--- src/rtl/hazard_pkg.sv ---
`default_nettype none
// ============================================================================
// hazard_pkg : shared types and constants for the pipeline hazard controller
// Revision   : 1.0
// ============================================================================
package hazard_pkg;

    localparam int          c_reg_w      = 5;
    localparam logic [31:0] c_nop        = 32'h0000_0000;
    localparam logic [5:0]  c_hlt_opcode = 6'h3F;

    typedef enum logic [1:0] {
        ST_RUN   = 2'd0,
        ST_FLUSH = 2'd1,
        ST_HALT  = 2'd2
    } state_t;

    typedef struct packed {
        logic               valid;
        logic [c_reg_w-1:0] rd;
    } sb_entry_t;

    function automatic logic is_hlt(input logic [31:0] instr);
        return instr[31:26] == c_hlt_opcode;
    endfunction

endpackage
`default_nettype wire

--- src/rtl/hazard_sb.sv ---
`default_nettype none
// ============================================================================
// hazard_sb : in-flight destination scoreboard with RAW source match
// Revision  : 1.0
// ============================================================================
module hazard_sb
    import hazard_pkg::*;
#(
    parameter int DEPTH = 4
) (
    input  logic               clk_x,
    input  logic               rst_n,
    input  logic               load_valid,
    input  logic [c_reg_w-1:0] load_rd,
    input  logic [c_reg_w-1:0] rs,
    input  logic               use_rs,
    input  logic [c_reg_w-1:0] rt,
    input  logic               use_rt,
    output logic               match
);

    sb_entry_t r_sb [DEPTH];
    logic      w_match;

    function automatic logic hit(input sb_entry_t e, input logic use_r,
                                 input logic [c_reg_w-1:0] r);
        return use_r && (r != '0) && e.valid && (e.rd == r);
    endfunction

    // Entry 0 is the youngest; the oldest slot simply falls off the end.
    always_ff @(posedge clk_x or negedge rst_n) begin
        if (!rst_n) begin
            for (int i = 0; i < DEPTH; i++) begin
                r_sb[i] <= '0;
            end
        end else begin
            r_sb[0] <= '{valid: load_valid, rd: load_rd};
            for (int i = 1; i < DEPTH; i++) begin
                r_sb[i] <= r_sb[i-1];
            end
        end
    end

    always_comb begin
        w_match = 1'b0;
        for (int i = 0; i < DEPTH; i++) begin
            if (hit(r_sb[i], use_rs, rs) || hit(r_sb[i], use_rt, rt)) begin
                w_match = 1'b1;
            end
        end
    end

    assign match = w_match;

endmodule
`default_nettype wire

--- src/rtl/hazard_ctrl.sv ---
`default_nettype none
// ============================================================================
// hazard_ctrl : RAW stall, branch flush and HLT control for an in-order pipe
// Revision    : 1.0
// ============================================================================
module hazard_ctrl
    import hazard_pkg::*;
#(
    parameter int SB_DEPTH     = 4,
    parameter int FLUSH_CYCLES = 2
) (
    input  logic               clk_x,
    input  logic               rst_n,
    input  logic               id_valid,
    input  logic [c_reg_w-1:0] id_rs,
    input  logic [c_reg_w-1:0] id_rt,
    input  logic               id_use_rs,
    input  logic               id_use_rt,
    input  logic               id_wr_en,
    input  logic [c_reg_w-1:0] id_rd,
    input  logic               id_halt,
    input  logic               ex_br_taken,
    output logic               stall,
    output logic               bubble,
    output logic               flush,
    output logic               halted
);

    localparam int c_cnt_w = (FLUSH_CYCLES > 1) ? $clog2(FLUSH_CYCLES) : 1;

    state_t             r_state;
    state_t             w_state_nxt;
    logic [c_cnt_w-1:0] r_cnt;
    logic [c_cnt_w-1:0] w_cnt_nxt;
    logic               w_match;
    logic               w_hazard;
    logic               w_issue;
    logic               w_load_valid;
    logic               w_stall;
    logic               w_bubble;
    logic               w_flush;
    logic               w_halted;

    assign w_hazard     = id_valid && w_match;
    assign w_load_valid = w_issue && !id_halt && id_wr_en && (id_rd != '0);

    hazard_sb #(
        .DEPTH      (SB_DEPTH)
    ) u_sb (
        .clk_x      (clk_x),
        .rst_n      (rst_n),
        .load_valid (w_load_valid),
        .load_rd    (id_rd),
        .rs         (id_rs),
        .use_rs     (id_use_rs),
        .rt         (id_rt),
        .use_rt     (id_use_rt),
        .match      (w_match)
    );

    always_ff @(posedge clk_x or negedge rst_n) begin
        if (!rst_n) begin
            r_state <= ST_RUN;
            r_cnt   <= '0;
        end else begin
            r_state <= w_state_nxt;
            r_cnt   <= w_cnt_nxt;
        end
    end

    // The branch-resolve cycle is the first squashed slot; the counter covers
    // the remaining FLUSH_CYCLES-1 slots spent in ST_FLUSH.
    always_comb begin
        w_state_nxt = r_state;
        w_cnt_nxt   = r_cnt;
        w_stall     = 1'b0;
        w_bubble    = 1'b0;
        w_flush     = 1'b0;
        w_halted    = 1'b0;
        w_issue     = 1'b0;
        case (r_state)
            ST_RUN: begin
                if (ex_br_taken) begin
                    w_flush  = 1'b1;
                    w_bubble = 1'b1;
                    if (FLUSH_CYCLES > 1) begin
                        w_state_nxt = ST_FLUSH;
                        w_cnt_nxt   = c_cnt_w'(FLUSH_CYCLES - 1);
                    end
                end else if (w_hazard) begin
                    w_stall  = 1'b1;
                    w_bubble = 1'b1;
                end else if (id_valid) begin
                    w_issue = 1'b1;
                    if (id_halt) begin
                        w_state_nxt = ST_HALT;
                    end
                end
            end
            ST_FLUSH: begin
                w_flush   = 1'b1;
                w_bubble  = 1'b1;
                w_cnt_nxt = r_cnt - 1'b1;
                if (r_cnt == c_cnt_w'(1)) begin
                    w_state_nxt = ST_RUN;
                end
            end
            ST_HALT: begin
                w_stall  = 1'b1;
                w_bubble = 1'b1;
                w_halted = 1'b1;
            end
            default: begin
                w_state_nxt = ST_RUN;
                w_cnt_nxt   = '0;
            end
        endcase
    end

    // Outputs are forced low while reset is held, independent of ID inputs.
    assign stall  = rst_n & w_stall;
    assign bubble = rst_n & w_bubble;
    assign flush  = rst_n & w_flush;
    assign halted = rst_n & w_halted;

endmodule
`default_nettype wire

--- config.mk ---
export PLATFORM = sky130hd
export DESIGN_NAME = hazard_ctrl
export DESIGN_NICKNAME = d
export VERILOG_FILES = /design/src/rtl/hazard_pkg.sv /design/src/rtl/hazard_sb.sv /design/src/rtl/hazard_ctrl.sv
export SDC_FILE = /design/constraint.sdc
export NUM_CORES = 1
export LEC_CHECK = 0
export ABC_AREA = 1
export BUFFER_PORTS_ARGS = -buffer_cell sky130_fd_sc_hd__buf_2
export CORE_MARGIN = 5
export CORE_UTILIZATION = 45
export DETAILED_ROUTE_END_ITERATION = 10
export PLACE_DENSITY = 0.68
export SYNTH_ARGS = -nofsm -noshare
export SYNTH_HDL_FRONTEND = slang
export SYNTH_SLANG_ARGS = --single-unit
--- constraint.sdc ---
create_clock -name clk_x -period 2.4 [get_ports clk_x]
set_input_delay 0.6 -clock clk_x [delete_from_list [all_inputs] [get_ports clk_x]]
set_output_delay 0.6 -clock clk_x [all_outputs]
set_load 0.02 [all_outputs]
=== After elaboration in Yosys (flattened, before gate mapping) ===
Cells that the tools add are included.

* Magnitude comparators: 0
* Divide/modulo/power cells: 0
* Reduce and logical (&&, ||, !) cells: 34
* $add $sub $neg: 1
* Bitwise logic cells: 5
* Eq/ne operators: 15
* Shift-type cells: 0
* Multiplexer cells: 24
* Multiply operators: 0

{| class="wikitable"
|+ Operator list
! cell !! count
|-
| equality test 5 bit || 8
|-
| logical AND 1 bit || 22
|-
| nonzero test 5 bit || 3
|-
| 2-to-1 mux 1 bit || 14
|-
| 2-to-1 mux 2 bit || 5
|-
| inequality test 3 bit, second input constant || 3
|-
| one-hot mux 1 bit (2 select lines) || 3
|-
| one-hot mux 2 bit (3 select lines) || 1
|-
| AND reduction 5 bit || 1
|-
| AND 1 bit || 4
|-
| logical OR 1 bit || 4
|-
| inequality test 2 bit, second input constant || 2
|-
| one-hot mux 1 bit (3 select lines) || 1
|-
| equality test 2 x 1 -> 1 bit, second input constant || 1
|-
| equality test 2 bit, second input constant || 1
|-
| logical NOT 2 bit || 1
|-
| AND reduction 2 bit || 1
|-
| OR reduction 2 bit || 1
|-
| logical NOT 1 bit || 1
|-
| NOT 1 bit || 1
|-
| subtractor 1 bit, second input constant || 1
|}

* RAM bits: 0
* Memories kept: 0
* Input bits: 23
* Word-level logic and storage cells: 89
* Output and inout bits: 4
* Register bits: 27
* Bits in latches: 0
* Memory bits (read-only): 0

=== Logic depth before layout (Yosys ltp) ===
* Depth in word-level cells: 16
* Gate-level depth with buffers: 15
* Mapped depth without buffers: 15

=== Hierarchy ===
From an unflattened synthesis, not the netlist that was laid out.

* Cells, all modules: 253
* Area, all modules: 1699.1 um2

{| class="wikitable"
|+ Modules (own cells, without submodules)
! module !! sequential area each (um2) !! instances !! area an instance (um2) !! cells each
|-
| hazard_sb || 600.6 || 1 || 1342.5 || 201
|-
| hazard_ctrl || 75.1 || 1 || 356.6 || 52
|}

=== Worst setup path after synthesis ===
No wires, ideal clock.

* Kind: input -> output
* Start point: input id_rs[2]
* End point: output bubble
* Buffers on the path: 1
* Stages: 13
* Path slack: 0.122 ns
* Required time: 1.800 ns
* Arrival time: 1.678 ns
* Cells stage by stage: buf_6 > inv_1 > nand2_1 > nand2_1 > nor3_1 > nand3_1 > nand2_1 > nor2_2 > nand2_2 > nand2_2 > o21ai_1 > nand2_1 > nor2_1

* Word-level cells in the longest chain between the ends: 14
* Elaborated cells on any way between the ends: 27
* Those cells by class: eq/ne (4); mux (7); bitwise (1); reduce/logical (15)

{| class="wikitable"
|+ RTL lines
! item !! line !! RTL
|-
| start, declared || hazard_ctrl.sv:15 || <nowiki>input logic [c_reg_w-1:0] id_rs,</nowiki>
|-
| nonzero test 5 bit || hazard_sb.sv:27 || <nowiki>return use_r && (r != '0) && e.valid && (e.rd == r);</nowiki>
|-
| logical AND 1 bit (3 in series) || hazard_sb.sv:27 ||
|-
| logical OR 1 bit || hazard_sb.sv:47 || <nowiki>if (hit(r_sb[i], use_rs, rs) || hit(r_sb[i], use_rt, rt)) begin</nowiki>
|-
| 2-to-1 mux 1 bit (3 in series) || hazard_sb.sv:47 ||
|-
| 2-to-1 mux 1 bit * || hazard_sb.sv:47 ||
|-
| logical AND 1 bit * || hazard_ctrl.sv:44 || <nowiki>assign w_hazard = id_valid && w_match;</nowiki>
|-
| 2-to-1 mux 1 bit * || hazard_ctrl.sv:90 || <nowiki>end else if (w_hazard) begin</nowiki>
|-
| 2-to-1 mux 1 bit * || hazard_ctrl.sv:83 || <nowiki>if (ex_br_taken) begin</nowiki>
|-
| one-hot mux 1 bit (2 select lines) * || hazard_ctrl.sv:81 || <nowiki>case (r_state)</nowiki>
|-
| AND 1 bit * || hazard_ctrl.sv:122 || <nowiki>assign bubble = rst_n & w_bubble;</nowiki>
|-
| end, declared || hazard_ctrl.sv:24 || <nowiki>output logic bubble,</nowiki>
|}

Every way passes the cells marked *; elsewhere a longest branch is shown, timed or not.

=== Worst setup path after layout ===
* Start point: input id_rs[3]
* End point: output bubble

Same word-level chain as after synthesis.

==> summary.log <==
[run_status] failing checks negative setup slack
[finish] Inserted Diodes 0
[synthesis] post-synthesis sequential element count 27
[synthesis] share of the synthesized area in the top cell type 0.404
[clocking] cts bufs inserted 3
[hold_path] path category of the worst min-delay check in2async
[sta] post-layout min period 2.44 ns
[sta] normalized max-slew margin 0.802
[finish] Final Net Count 309
[route] total detailed-routing wirelength 3880 µm
[die] initial cell density of the core 0.461
[sta] number of setup violations in the final report 1
[sta] hold violation count in the final report 0
[synthesis] count of yosys warnings during synthesis 0
[finish] leading cell types in the layout, fill and taps excluded 87 x nand2_1, 32 x inv_1, 26 x dfrtp_1, 23 x nor2_1
[power] P per Cell Area 601 nW/µm²
[sta] number of pins with negative max-slew slack in the final report 0
[worst_setup_path] kind of critical path in2out
[sta] setup repair after global routing missed its margin yes
[worst_setup_path] peak fanout along the critical path 5
[die] core region area 3630 µm²
[worst_setup_path] reg-to-reg startpoint u_sb.r_sb[9]$_DFF_PN0_
[power] worst vdd ir 0.401 mV
[sta] worst slew pin tran 0.295 ns
[clocking] clock slew seen by the registers of the worst setup and hold paths 0.10 ns
[finish] leading cell type in the layout, fill and taps excluded nand2_1
[synthesis] sequential fraction of the synthesis area 0.404
[sta] FMAX 409 MHz
[worst_setup_path] required time worst endpoint 1.80 ns
[die] y dimension of the die 71.0 µm
[synthesis] Post-Syn Nets 274
[global_route] first-pass GRT wire length 6570 µm
[sta] final worst-path setup slack -0.0431 ns
[clocking] TritonCTS Sinks 27
[placed_design] HPWL after DPL 3130 µm
[route] wire length per cell 11.8 µm
[sta] share of the clock period used by the worst path after layout 1.02
[clocking] number of H-tree levels 1
[synthesis] post-synthesis cell count 247
[placed_design] port buffer count 26
[synthesis] cell types with the largest area share after synthesis dfrtp_1 40%, nand2_1 20%, inv_1 7.8%
[route] routed vias 1582
[worst_setup_path] Worst setup startpoint id_rs[3]
[placed_design] post-placement setup slack -0.143 ns
[worst_setup_path] CP startpoint kind primary input
[job] maximum capacitance violations 0
[global_route] antenna violations before repair 0
[worst_setup_path] element type at the critical path end primary output
[finish] design area 2010 µm²
[run_status] run status finished, violations left
[synthesis] summed instance area of the synthesized netlist 1670 µm²
[route] drt via density 4.81
[synthesis] Synth Area per Inst 6.78 µm²
[clocking] CTS root buf clkbuf_8
[finish] Filler Cell Count 376
[route] detailed-router iteration count before antenna repair 4
[finish] share of layout cells above drive strength 1 0.242
[die] Core Rows 22
[power] standby leakage power 1.12 nW
[worst_setup_path] arrival time of the worst setup path 1.84 ns
[sta] worst clock skew 0.00236 ns
[die] horizontal extent of the die 71.0 µm
[finish] area delta synth->final 20.2%
[global_route] grt total ovfl 0
[die] full die area 5040 µm²
[global_route] via count of the first global-routing pass 1531
[placed_design] cell area after placement 1860 µm²
[route] detailed router's first-iteration violation count 87
[clocking] Bufs on Longest Clock Path 2
[clocking] TritonCTS clock tree yes
[route] DRC Markers 0
[global_route] largest net degree at the start of global routing 19
[synthesis] Netlist cell types 22
[placed_design] RePlAce Congestion 0.919
[global_route] Total Routing Usage GR 0.163
[synthesis] largest area contributor in the netlist dfrtp_1
[route] remaining antenna violation count 0
[clocking] clock insertion delay at the later pin of the skew report 0.28 ns
[power] post-route total power 1.21 mW
[die] top-level port count 27
-- metrics by stage --
stage / hold slack (ns) / setup TNS (ns) / std cells / utilization
CTS: 0.195 / -0.0545 / 326 / 0.532
global route: 0.204 / -0.390 / 329 / 0.554
detailed placement: 0.360 / -0.210 / 322 / 0.513
floorplan: 0.304 / 0 / 247 / -
finish: 0.191 / -0.0431 / 329 / 0.554
global placement: 0.359 / -0.159 / 322 / 0.513
-- area by class of cell --
cell class | instances | area (µm²) | area share
inverters | 42 | 163 | 0.0808
well taps | 48 | 60.1 | 0.0299
flip-flops and latches | 27 | 677 | 0.336
clock inverters | 1 | 8.76 | 0.00435
multi-input cells | 176 | 866 | 0.430
repair buffers | 32 | 196 | 0.0976
clock buffers | 3 | 41.3 | 0.0205
-- critical path, stage by stage --
cell	delay, ns
buf_2	0.16
inv_2	0.09
a21oi_2	0.11
nand2_1	0.06
nor2_1	0.10
nand3_1	0.08
nand2_1	0.08
nor2_2	0.04
nand2_2	0.07
nand2_2	0.07
o21ai_2	0.10
nand2_1	0.05
nor2_1	0.09
buf_4	0.14
-- where the power goes --
part           total (mW)  switching, mW  internal [mW]  leakage (nW)
registers           0.539         0.0409          0.498         0.325
clock network       0.276          0.154          0.122        0.0261
logic               0.393          0.243          0.150         0.770
total                1.21          0.438          0.771          1.12
-- logic make-up after synthesis --
logic type,Yosys count,synth area share
compound gates,16,0.0523
fa+ha+maj,4,0.0299
xor+xnor,5,0.0262
simple gates,151,0.380
flops,27,0.404
buf+inv,44,0.108
-- cells in the mapped netlist, drive strengths merged --
| cell | n |
|---|---|
| dfrtp | 27 |
| nor3 | 4 |
| xnor2 | 1 |
| nor4 | 1 |
| inv | 42 |
| nand2 | 93 |
| buf | 2 |
| a21oi | 10 |
| nand3b | 1 |
| o21ai | 6 |
| ha | 4 |
| nand3 | 20 |
| nor2 | 31 |
| nor3b | 1 |
| xor2 | 4 |
-- per-layer routing --
metal / up-vias / track usage / part of all wire / wire length, µm
met5: - / 0 / 0 / 0
met3: 9 / 0.0284 / 0.052 / 200
met4: 0 / 0.0585 / 0.020 / 77
met1: 715 / 0.209 / 0.46 / 1770
li1: 817 / - / - / -
met2: 41 / 0.275 / 0.47 / 1830
-- timing repair --
action	in CTS	in global routing
pin swaps	2	8
setup buffers	0	3
setup endpoints to repair	2	2
resized for setup	10	19
hold buffers	0	0
-- path summary, 6_finish.rpt --
check | endpoint | slack, ns | depth (start not counted)
setup / recovery | bubble | -0.04 | 14
hold / removal | r_cnt$_DFFE_PN0P_ | 0.19 | 1
setup reg to reg | r_state[1]$_DFFE_PN0P_ | 0.71 | 14
hold reg to reg | u_sb.r_sb[17]$_DFF_PN0_ | 0.38 | 0
max in group asynchronous | u_sb.r_sb[9]$_DFF_PN0_ | 1.67 | 2
min in group clk_x | u_sb.r_sb[17]$_DFF_PN0_ | 0.38 | 0
-- state kept, by name, summed over array words and instances (netlist names) --
register	count
u_sb.r_sb	24
r_cnt	1
r_state	2
No activity file was read; power rests on OpenSTA's default activity.
